[src/rtl/top_level_pkg.sv]
// ---------------------------------------------------------------------------
// top_level_pkg
// Shared definitions for the binary16 -> int16 conversion program.
//   - state_t   : controller states
//   - addresses : where the float is read from and the integer written to
//   - flt2int() : combinational float-to-integer conversion
// Optional feature macro: FLT2INT_SIGN_EN
//   defined     -> negative floats give negative integers (saturating at INT_MIN)
//   not defined -> the sign bit is ignored and the magnitude is returned
// ---------------------------------------------------------------------------
package top_level_pkg;

    typedef enum logic [2:0] {
        HALT,
        ARM,
        RD_HI,
        RD_LO,
        CALC,
        WR_HI,
        WR_LO
    } state_t;

    localparam logic [7:0]  FLT_ADDR = 8'd4;
    localparam logic [7:0]  INT_ADDR = 8'd6;
    localparam int          BIAS     = 15;
    localparam int          FRAC_W   = 10;
    localparam logic [15:0] INT_MAX  = 16'h7FFF;
    localparam logic [15:0] INT_MIN  = 16'h8000;

    // Exponent at which the 11-bit significand is already an integer
    // (value = M * 2^(E - EXP_UNITY)).
    localparam logic [4:0]  EXP_UNITY = 5'(BIAS + FRAC_W);
    // First exponent whose smallest value (1024 * 2^5) no longer fits in 15 bits.
    localparam logic [4:0]  EXP_SAT   = 5'd30;

    // Converts a binary16 pattern to a 16-bit integer, rounding half away
    // from zero and saturating large magnitudes (including inf/NaN).
    function automatic logic [15:0] flt2int(input logic [15:0] f);
        logic [4:0]  e;
        logic [10:0] m;
        logic [4:0]  s;
        logic [26:0] wide;
        logic [10:0] half;
        logic [15:0] mag;
        e    = f[14:10];
        m    = {(e != 5'd0), f[9:0]};
        s    = '0;
        wide = '0;
        half = '0;
        mag  = '0;
        if (e >= EXP_SAT) begin
            mag = INT_MAX;
        end else if (e >= EXP_UNITY) begin
            wide = {16'b0, m} << (e - EXP_UNITY);
            mag  = wide[15:0];
        end else begin
            s = EXP_UNITY - e;
            if (s > 5'd11) begin
                mag = '0;
            end else begin
                // Shift one place short so the lsb left over is the
                // first discarded bit, which is the rounding increment.
                half = m >> (s - 5'd1);
                mag  = {5'b0, half >> 1} + {15'b0, half[0]};
            end
        end
`ifdef FLT2INT_SIGN_EN
        if (f[15]) begin
            if (e >= EXP_SAT) begin
                return INT_MIN;
            end
            return ~mag + 16'd1;
        end
        return mag;
`else
        return mag;
`endif
    endfunction

endpackage

[src/rtl/data_mem.sv]
// ---------------------------------------------------------------------------
// data_mem
// 256 x 8 single-port data memory: combinational read, synchronous write.
// Contents are never reset.
// Ports:
//   i_clk   : clock, rising edge
//   i_we    : write enable
//   i_addr  : byte address (read and write)
//   i_wdata : write data
//   o_rdata : read data at i_addr
// ---------------------------------------------------------------------------
module data_mem (
    input  logic       i_clk,
    input  logic       i_we,
    input  logic [7:0] i_addr,
    input  logic [7:0] i_wdata,
    output logic [7:0] o_rdata
);

    logic [7:0] core [0:255];

    // Write port; the array is left unreset so a reset never disturbs data.
    always_ff @(posedge i_clk) begin
        if (i_we) begin
            core[i_addr] <= i_wdata;
        end
    end

    assign o_rdata = core[i_addr];

endmodule

[src/rtl/top_level.sv]
// ---------------------------------------------------------------------------
// top_level
// Reads a binary16 float from data memory bytes 4/5, converts it to a
// 16-bit integer (round half away from zero, saturating) and writes the
// result to bytes 6/7, then raises halt.
// Ports:
//   CLK   : clock, rising edge
//   Reset : asynchronous, active-high
//   start : request; memory is loaded while it is high, the run begins
//           when it drops
//   halt  : high while idle / done
// Optional feature macro: FLT2INT_SIGN_EN (signed conversion, see package)
// ---------------------------------------------------------------------------
module top_level
    import top_level_pkg::*;
(
    input  logic CLK,
    input  logic Reset,
    input  logic start,
    output logic halt
);

    state_t      r_state;
    state_t      w_nextState;
    logic [7:0]  r_floatHi;
    logic [7:0]  r_floatLo;
    logic [15:0] r_int;
    logic        r_halt;

    logic        w_memWe;
    logic [7:0]  w_memAddr;
    logic [7:0]  w_memWdata;
    logic [7:0]  w_memRdata;

    data_mem data_mem (
        .i_clk   (CLK),
        .i_we    (w_memWe),
        .i_addr  (w_memAddr),
        .i_wdata (w_memWdata),
        .o_rdata (w_memRdata)
    );

    // State register.
    always_ff @(posedge CLK or posedge Reset) begin
        if (Reset) begin
            r_state <= HALT;
        end else begin
            r_state <= w_nextState;
        end
    end

    // Sequencing and memory port control. Each memory access gets its own
    // state because the memory has a single port.
    always_comb begin
        w_nextState = r_state;
        w_memWe     = 1'b0;
        w_memAddr   = FLT_ADDR;
        w_memWdata  = 8'h00;
        case (r_state)
            HALT: begin
                if (start) begin
                    w_nextState = ARM;
                end
            end
            ARM: begin
                if (!start) begin
                    w_nextState = RD_HI;
                end
            end
            RD_HI: begin
                w_memAddr   = FLT_ADDR;
                w_nextState = RD_LO;
            end
            RD_LO: begin
                w_memAddr   = FLT_ADDR + 8'd1;
                w_nextState = CALC;
            end
            CALC: begin
                w_nextState = WR_HI;
            end
            WR_HI: begin
                w_memWe     = 1'b1;
                w_memAddr   = INT_ADDR;
                w_memWdata  = r_int[15:8];
                w_nextState = WR_LO;
            end
            WR_LO: begin
                w_memWe     = 1'b1;
                w_memAddr   = INT_ADDR + 8'd1;
                w_memWdata  = r_int[7:0];
                w_nextState = HALT;
            end
            default: begin
                w_nextState = HALT;
            end
        endcase
    end

    // Datapath registers. halt is registered and only re-asserts one cycle
    // after the FSM is back in HALT, so the flag trails the last write by a
    // full clock and drops on the same edge that accepts a new request.
    always_ff @(posedge CLK or posedge Reset) begin
        if (Reset) begin
            r_floatHi <= 8'h00;
            r_floatLo <= 8'h00;
            r_int     <= 16'h0000;
            r_halt    <= 1'b1;
        end else begin
            r_halt <= (r_state == HALT) && !start;
            case (r_state)
                RD_HI:   r_floatHi <= w_memRdata;
                RD_LO:   r_floatLo <= w_memRdata;
                CALC:    r_int     <= flt2int({r_floatHi, r_floatLo});
                default: ;
            endcase
        end
    end

    assign halt = r_halt;

endmodule

[config.mk]
export PLATFORM = sky130hd
export DESIGN_NAME = top_level
export DESIGN_NICKNAME = d
export VERILOG_FILES = /design/src/rtl/top_level_pkg.sv /design/src/rtl/data_mem.sv /design/src/rtl/top_level.sv
export SDC_FILE = /design/constraint.sdc
export NUM_CORES = 1
export LEC_CHECK = 0
export BUFFER_PORTS_ARGS = -buffer_cell sky130_fd_sc_hd__buf_4
export CORE_AREA = 2 2 39 41
export CTS_BUF_LIST = sky130_fd_sc_hd__clkbuf_16
export DETAILED_ROUTE_END_ITERATION = 10
export DIE_AREA = 0 0 41 43
export GPL_ROUTABILITY_DRIVEN = 1
export GPL_TIMING_DRIVEN = 0
export HOLD_SLACK_MARGIN = 0.15
export PLACE_DENSITY = 0.4
export SLEW_MARGIN = 20
export SYNTH_ARGS = -nofsm -noshare
export SYNTH_HDL_FRONTEND = slang
export SYNTH_SLANG_ARGS = --single-unit
[constraint.sdc]
create_clock -name CLK -period 1 [get_ports CLK]
set_clock_uncertainty 0.15 [all_clocks]
set_input_delay 0.25 -clock CLK [delete_from_list [all_inputs] [get_ports CLK]]
set_output_delay 0.25 -clock CLK [all_outputs]
set_load 0.05 [all_outputs]
==> impl_metrics.env, run 1 <==
export IMPL_rsz0062_at_grt="true"
export IMPL_syn_nets=19
export IMPL_area_growth_pct=109
export IMPL_grt_antenna_before_repair=0
export IMPL_numClockSinks=4
export IMPL_vias=151
export IMPL_ys_seq_elements=4
export IMPL_relSlewSlack=0.874
export IMPL_wirelength_um=394
export IMPL_root_buffer="clkbuf_16"
export IMPL_grt_pass1_vias=175
export IMPL_setup_slack_ns=-0.287
export IMPL_p_leak_nw=0.159
export IMPL_firstDrtPassIters=2
export IMPL_final_nets=30
export IMPL_path_buf_inv=1
export IMPL_cp_max_fo=1
export IMPL_h_tree_depth=1
export IMPL_grt_first_pass_wirelength_um=703
export IMPL_hold_class="input pin to flop"
export IMPL_maxCapViolations=0
export IMPL_fp_dieH_um=43
export IMPL_cp_data_required_time_ns=0.60
export IMPL_coreArea_um2=1380
export IMPL_dieArea_um2=1760
export IMPL_place_gp_congestion=0.676
export IMPL_cts_tree="done"
export IMPL_hold_violations=0
export IMPL_grt_overflow=0
export IMPL_worstHoldStart="start"
export IMPL_cp_slowest_cell="dfstp_2"
export IMPL_fin_crit_ns=1.29
export IMPL_die_w_um=41
export IMPL_yosys_warnings=0
export IMPL_worst_skew_pair_late_latency_ns=0.22
export IMPL_drc=0
export IMPL_synthMuxAreaShare=0.0567
export IMPL_final_antenna_net_count=0
export IMPL_grtUsageTotal=0.0636
export IMPL_r2r_slack_ns=-0.07
export IMPL_crit_cells=1
export IMPL_synthCells=16
export IMPL_ir_worst_vdd_v=0.00102
export IMPL_synth_distinct_cells=12
export IMPL_slowest_delay_ns=0.53
export IMPL_cts_hold_buffers=1
export IMPL_antenna_cells=0
export IMPL_crit_arrival_ns=0.89
export IMPL_synth_top_family_by_area="simple AND/OR/NAND/NOR gates"
export IMPL_drt_iter0_markers=1
export IMPL_port_buffers=3
export IMPL_hold_ws_ns=0.0517
export IMPL_fill_cells=152
export IMPL_grt_max_degree=8
export IMPL_fmax_mhz=777
export IMPL_p_total_mw=1.39
export IMPL_clk_pin_slew_ns=0.03
export IMPL_timing_final_crit_share=1.29
export IMPL_pwr_density_cell_nw_per_um2=3780
export IMPL_reg2reg_depth=2
export IMPL_worstReg2RegEnd="r_state[0]$_DFFE_PP0P_"
export IMPL_viasPerCell=3.60
export IMPL_synth_compound_area_frac=0.128
export IMPL_setup_violations=3
export IMPL_failed_checks="negative setup slack"
export IMPL_maxSlewViolCount=0
export IMPL_synth_simple_area_share=0.220
export IMPL_ys_seq_area_frac=0.574
export IMPL_startpoint_type="flop"
export IMPL_synth_xor_area_frac=0
export IMPL_cts_buffers=3
export IMPL_avgSynthCellArea_um2=11.0
export IMPL_io_pins=4
export IMPL_num_rows=14
export IMPL_whs_endpoint="halt$_DFF_PP1_"
export IMPL_crit_type="flop to output port"
export IMPL_crit_path_end_kind="output port"
export IMPL_hold_path_depth=2
export IMPL_netlist_area_um2=176
export IMPL_path_cells="buf_8"
export IMPL_initial_core_util=0.127
export IMPL_clk_path_buf_depth=2
export IMPL_yosys_area_share_adder=0
export IMPL_wl_per_cell_um=9.38
export IMPL_r2r_start="r_state[1]$_DFFE_PP0P_"
export IMPL_status="finished, violations left"
export IMPL_drive_gt1_frac=0.577
export IMPL_worst_pin_slew_ns=0.188
export IMPL_crit_family="flip-flops"
## per-layer routing
metal / GRT usage / part of all wire / vias up
met2: 0.0750 / 0.50 / 4
met4: 0.0400 / 0 / 0
li1: - / - / 74
met1: 0.0784 / 0.45 / 73
met3: 0.0471 / 0.053 / 0
met5: 0 / 0 / -
## logic make-up after synthesis
kind of cell	after synthesis
DFF	4
buffers and inverters	1
muxes	1
AOI/OAI and AO/OA	3
and+or+nand+nor	7
## worst max path at each step
stage / to / startpoint / slack [ns]
2_1_floorplan: halt / halt$_DFF_PP1_ / -0.06
3_3_place_gp: halt / halt$_DFF_PP1_ / -0.08
3_5_place_dp: r_state[0]$_DFFE_PP0P_ / r_state[1]$_DFFE_PP0P_ / -0.09
4_1_cts: halt / halt$_DFF_PP1_ / -0.29
5_1_grt: halt / halt$_DFF_PP1_ / -0.30
6_report: halt / halt$_DFF_PP1_ / -0.29
## per-stage QoR
stage                     instance area (um^2)  TNS, ns  cells  setup slack, ns  utilization
after floorplan                            176  -0.0993     16          -0.0555            -
after global placement                     219   -0.154     35          -0.0762        0.158
after detailed placement                   219   -0.223     35          -0.0938        0.158
after CTS                                  343   -0.406     41           -0.293        0.248
after global routing                       368   -0.511     42           -0.300        0.266
final                                      368   -0.424     42           -0.287        0.266
## cell type report
| type | count | area, um^2 | share of cell area |
|---|---|---|---|
| clock buffer | 3 | 75.1 | 0.204 |
| clock inverter | 1 | 3.75 | 0.0102 |
| inverter | 1 | 3.75 | 0.0102 |
| multi-input combinational | 11 | 101 | 0.276 |
| sequential | 4 | 105 | 0.286 |
| tap | 16 | 20.0 | 0.0544 |
| timing repair buffer | 6 | 58.8 | 0.160 |
## synth_stat cells
library cell | n | area (um^2)
dfstp_2 | 1 | 26.3
o21ai_0 | 1 | 5.00
inv_1 | 1 | 3.75
dfrtp_1 | 3 | 75.1
a22o_1 | 1 | 8.76
nor2b_1 | 3 | 18.8
mux2i_1 | 1 | 10.0
nor4_1 | 1 | 6.26
nand2b_1 | 1 | 6.26
o31a_1 | 1 | 8.76
nor2_1 | 1 | 3.75
nand2_1 | 1 | 3.75
## repair_timing
| item | 4_1_cts | 5_1_grt |
|---|---|---|
| gates resized for setup | 7 | 4 |
| setup endpoints to repair | 3 | 4 |
| cloned | 0 | 0 |
| pin swaps | 1 | 0 |
| setup buffers | 1 | 1 |
| hold endpoints to repair | 5 | 1 |
## state kept, by name (all words and copies together) (netlist names)
| name | flops |
|---|---|
| r_state | 3 |
| halt | 1 |
## cells in the final DEF, fill, tap and decap left out, types with 2 or more instances in the layout
master,count
buf_4,3
clkbuf_16,3
nor2b_1,2
inv_1,2
dfrtp_2,3
## power by group
| part | switching [mW] | total, mW | internal (mW) |
|---|---|---|---|
| clock | 0.112 | 0.628 | 0.516 |
| combinational | 0.135 | 0.374 | 0.239 |
| sequential | 0.134 | 0.389 | 0.255 |
No activity file was read; power rests on OpenSTA's default activity.
==> inputs of run 2 (changes only) <==
- GPL_ROUTABILITY_DRIVEN: 1 -> not set
- PLACE_DENSITY: 0.4 -> 0.35
==> impl_metrics.env, run 2 (synthesized netlist as in run 1, its figures left out) <==
export IMPL_status="finished, violations left"
export IMPL_failed_checks="negative setup slack"
export IMPL_worstReg2RegEnd="r_state[0]$_DFFE_PP0P_"
export IMPL_drt_iter0_markers=2
export IMPL_die_w_um=41
export IMPL_grt_pass1_vias=143
export IMPL_path_cells="buf_8"
export IMPL_num_rows=14
export IMPL_hold_ws_ns=0.0474
export IMPL_ir_worst_vdd_v=0.000624
export IMPL_h_tree_depth=1
export IMPL_cts_buffers=3
export IMPL_p_seq_frac=0.278
export IMPL_startpoint="halt$_DFF_PP1_"
export IMPL_drc=0
export IMPL_final_common_cell="buf_4"
export IMPL_setup_violations=3
export IMPL_p_comb_frac=0.274
export IMPL_coreArea_um2=1380
export IMPL_numClockSinks=4
export IMPL_dp_slack_ns=-0.0991
export IMPL_place_gp_congestion=0.589
export IMPL_port_buffers=3
export IMPL_finalSetupTns_ns=-0.427
export IMPL_setup_slack_ns=-0.283
export IMPL_initial_core_util=0.127
export IMPL_multiInputGateArea_um2=101
export IMPL_wl_per_cell_um=9.40
export IMPL_reg2reg_depth=2
export IMPL_cp_data_required_time_ns=0.60
export IMPL_maxCapViolations=0
export IMPL_dpl_cell_area_um2=219
export IMPL_fill_cells=148
export IMPL_switching_share=0.277
export IMPL_cts_tree="done"
export IMPL_dp_cells=35
export IMPL_crit_family="flip-flops"
export IMPL_worst_pin_slew_ns=0.177
export IMPL_p_sw_mw=0.393
export IMPL_dieArea_um2=1760
export IMPL_cp_max_fo=1
export IMPL_hold_path_depth=2
export IMPL_startpoint_type="flop"
export IMPL_final_nets=31
export IMPL_final_area_um2=375
export IMPL_regMostFlops="r_state"
export IMPL_cp_slowest_cell="dfstp_2"
export IMPL_slowest_delay_ns=0.52
export IMPL_grt_first_pass_wirelength_um=600
export IMPL_vias=156
export IMPL_dpl_hpwl_um=229
export IMPL_crit_type="flop to output port"
export IMPL_root_buffer="clkbuf_16"
export IMPL_regArea_um2=105
export IMPL_r2r_slack_ns=-0.08
export IMPL_area_growth_pct=113
export IMPL_pwr_density_cell_nw_per_um2=3790
export IMPL_grt_max_degree=7
export IMPL_rsz0062_at_grt="true"
export IMPL_timing_final_crit_share=1.28
export IMPL_crit_arrival_ns=0.88
export IMPL_hold_violations=0
export IMPL_stdcell_count=43
export IMPL_clk_path_buf_depth=2
export IMPL_worstHoldStart="start"
export IMPL_hold_class="input pin to flop"
export IMPL_final_util=0.271
export IMPL_clk_pin_slew_ns=0.03
export IMPL_r2r_start="r_state[1]$_DFFE_PP0P_"
export IMPL_final_antenna_net_count=0
export IMPL_grt_antenna_before_repair=0
export IMPL_fin_crit_ns=1.28
export IMPL_io_pins=4
export IMPL_fp_dieH_um=43
export IMPL_wirelength_um=404
export IMPL_crit_path_end_kind="output port"
export IMPL_grtUsageTotal=0.0594
export IMPL_antenna_cells=0
export IMPL_p_total_mw=1.42
export IMPL_whs_endpoint="halt$_DFF_PP1_"
export IMPL_relSlewSlack=0.881
export IMPL_worst_skew_pair_late_latency_ns=0.23
export IMPL_cts_hold_buffers=1
export IMPL_viasPerCell=3.63
export IMPL_internal_power_mw=1.03
export IMPL_power_frac_clock=0.448
export IMPL_fmax_mhz=779
export IMPL_p_leak_nw=0.164
export IMPL_maxSlewViolCount=0
export IMPL_drive_gt1_frac=0.593
export IMPL_grt_overflow=0
export IMPL_path_buf_inv=1
export IMPL_firstDrtPassIters=3
export IMPL_mostFrequentLayoutCells="4 x buf_4, 3 x clkbuf_16, 3 x dfrtp_2, 2 x nor2b_1, 2 x inv_1"
export IMPL_largest_reg_flops=3
[run 2: cell types whose count changed in the layout (fill, tap and decap cells not counted)]
| cell | change |
|---|---|
| buf_4 | +1 |
[run 2: worst register-to-register path, stage by stage (launching register included)]
cell and delay, ns:
dfrtp_2 0.45, nor2b_4 0.14, o31a_1 0.23
[run 2: per-layer routing]
metal | routed length, um | vias up | track usage | part of all wire
li1 | - | 76 | - | -
met1 | 168 | 72 | 0.0617 | 0.42
met2 | 182 | 6 | 0.0688 | 0.45
met3 | 38 | 2 | 0.0471 | 0.094
met4 | 14 | 0 | 0.0600 | 0.035
met5 | 0 | - | 0 | 0
[run 2: timing repair]
| action | CTS | global route |
|---|---|---|
| setup endpoints to repair | 3 | 4 |
| pin swaps | 0 | 2 |
| setup buffers | 3 | 0 |
| endpoints found under the hold margin | 5 | 1 |
| gates resized for setup | 4 | 7 |
[run 2: power groups by stage]
stage                     Clock [mW]  Sequential (mW)  Combinational (mW)
final                          0.637            0.396               0.389
after global routing           0.664            0.414               0.426
after CTS                      0.640            0.339               0.340
after detailed placement           0            0.340               0.222
after global placement             0            0.338               0.221
after floorplan                    0            0.360               0.141
[run 2: how the worst max path moves through the flow]
stage,end,slack [ns],cells past startpoint
after floorplan,halt,-0.06,0
after global placement,r_state[0]$_DFFE_PP0P_,-0.09,2
after detailed placement,r_state[0]$_DFFE_PP0P_,-0.1,2
after CTS,halt,-0.29,1
after global routing,halt,-0.30,1
final,halt,-0.28,1
[run 2: final cells by class]
cell class                      count  share of cell area
Inverter                            1              0.0100
Multi-Input combinational cell     11               0.270
Clock buffer                        3               0.200
Timing Repair Buffer                7               0.177
Sequential cell                     4               0.280
Tap cell                           16              0.0533
Clock inverter                      1              0.0100
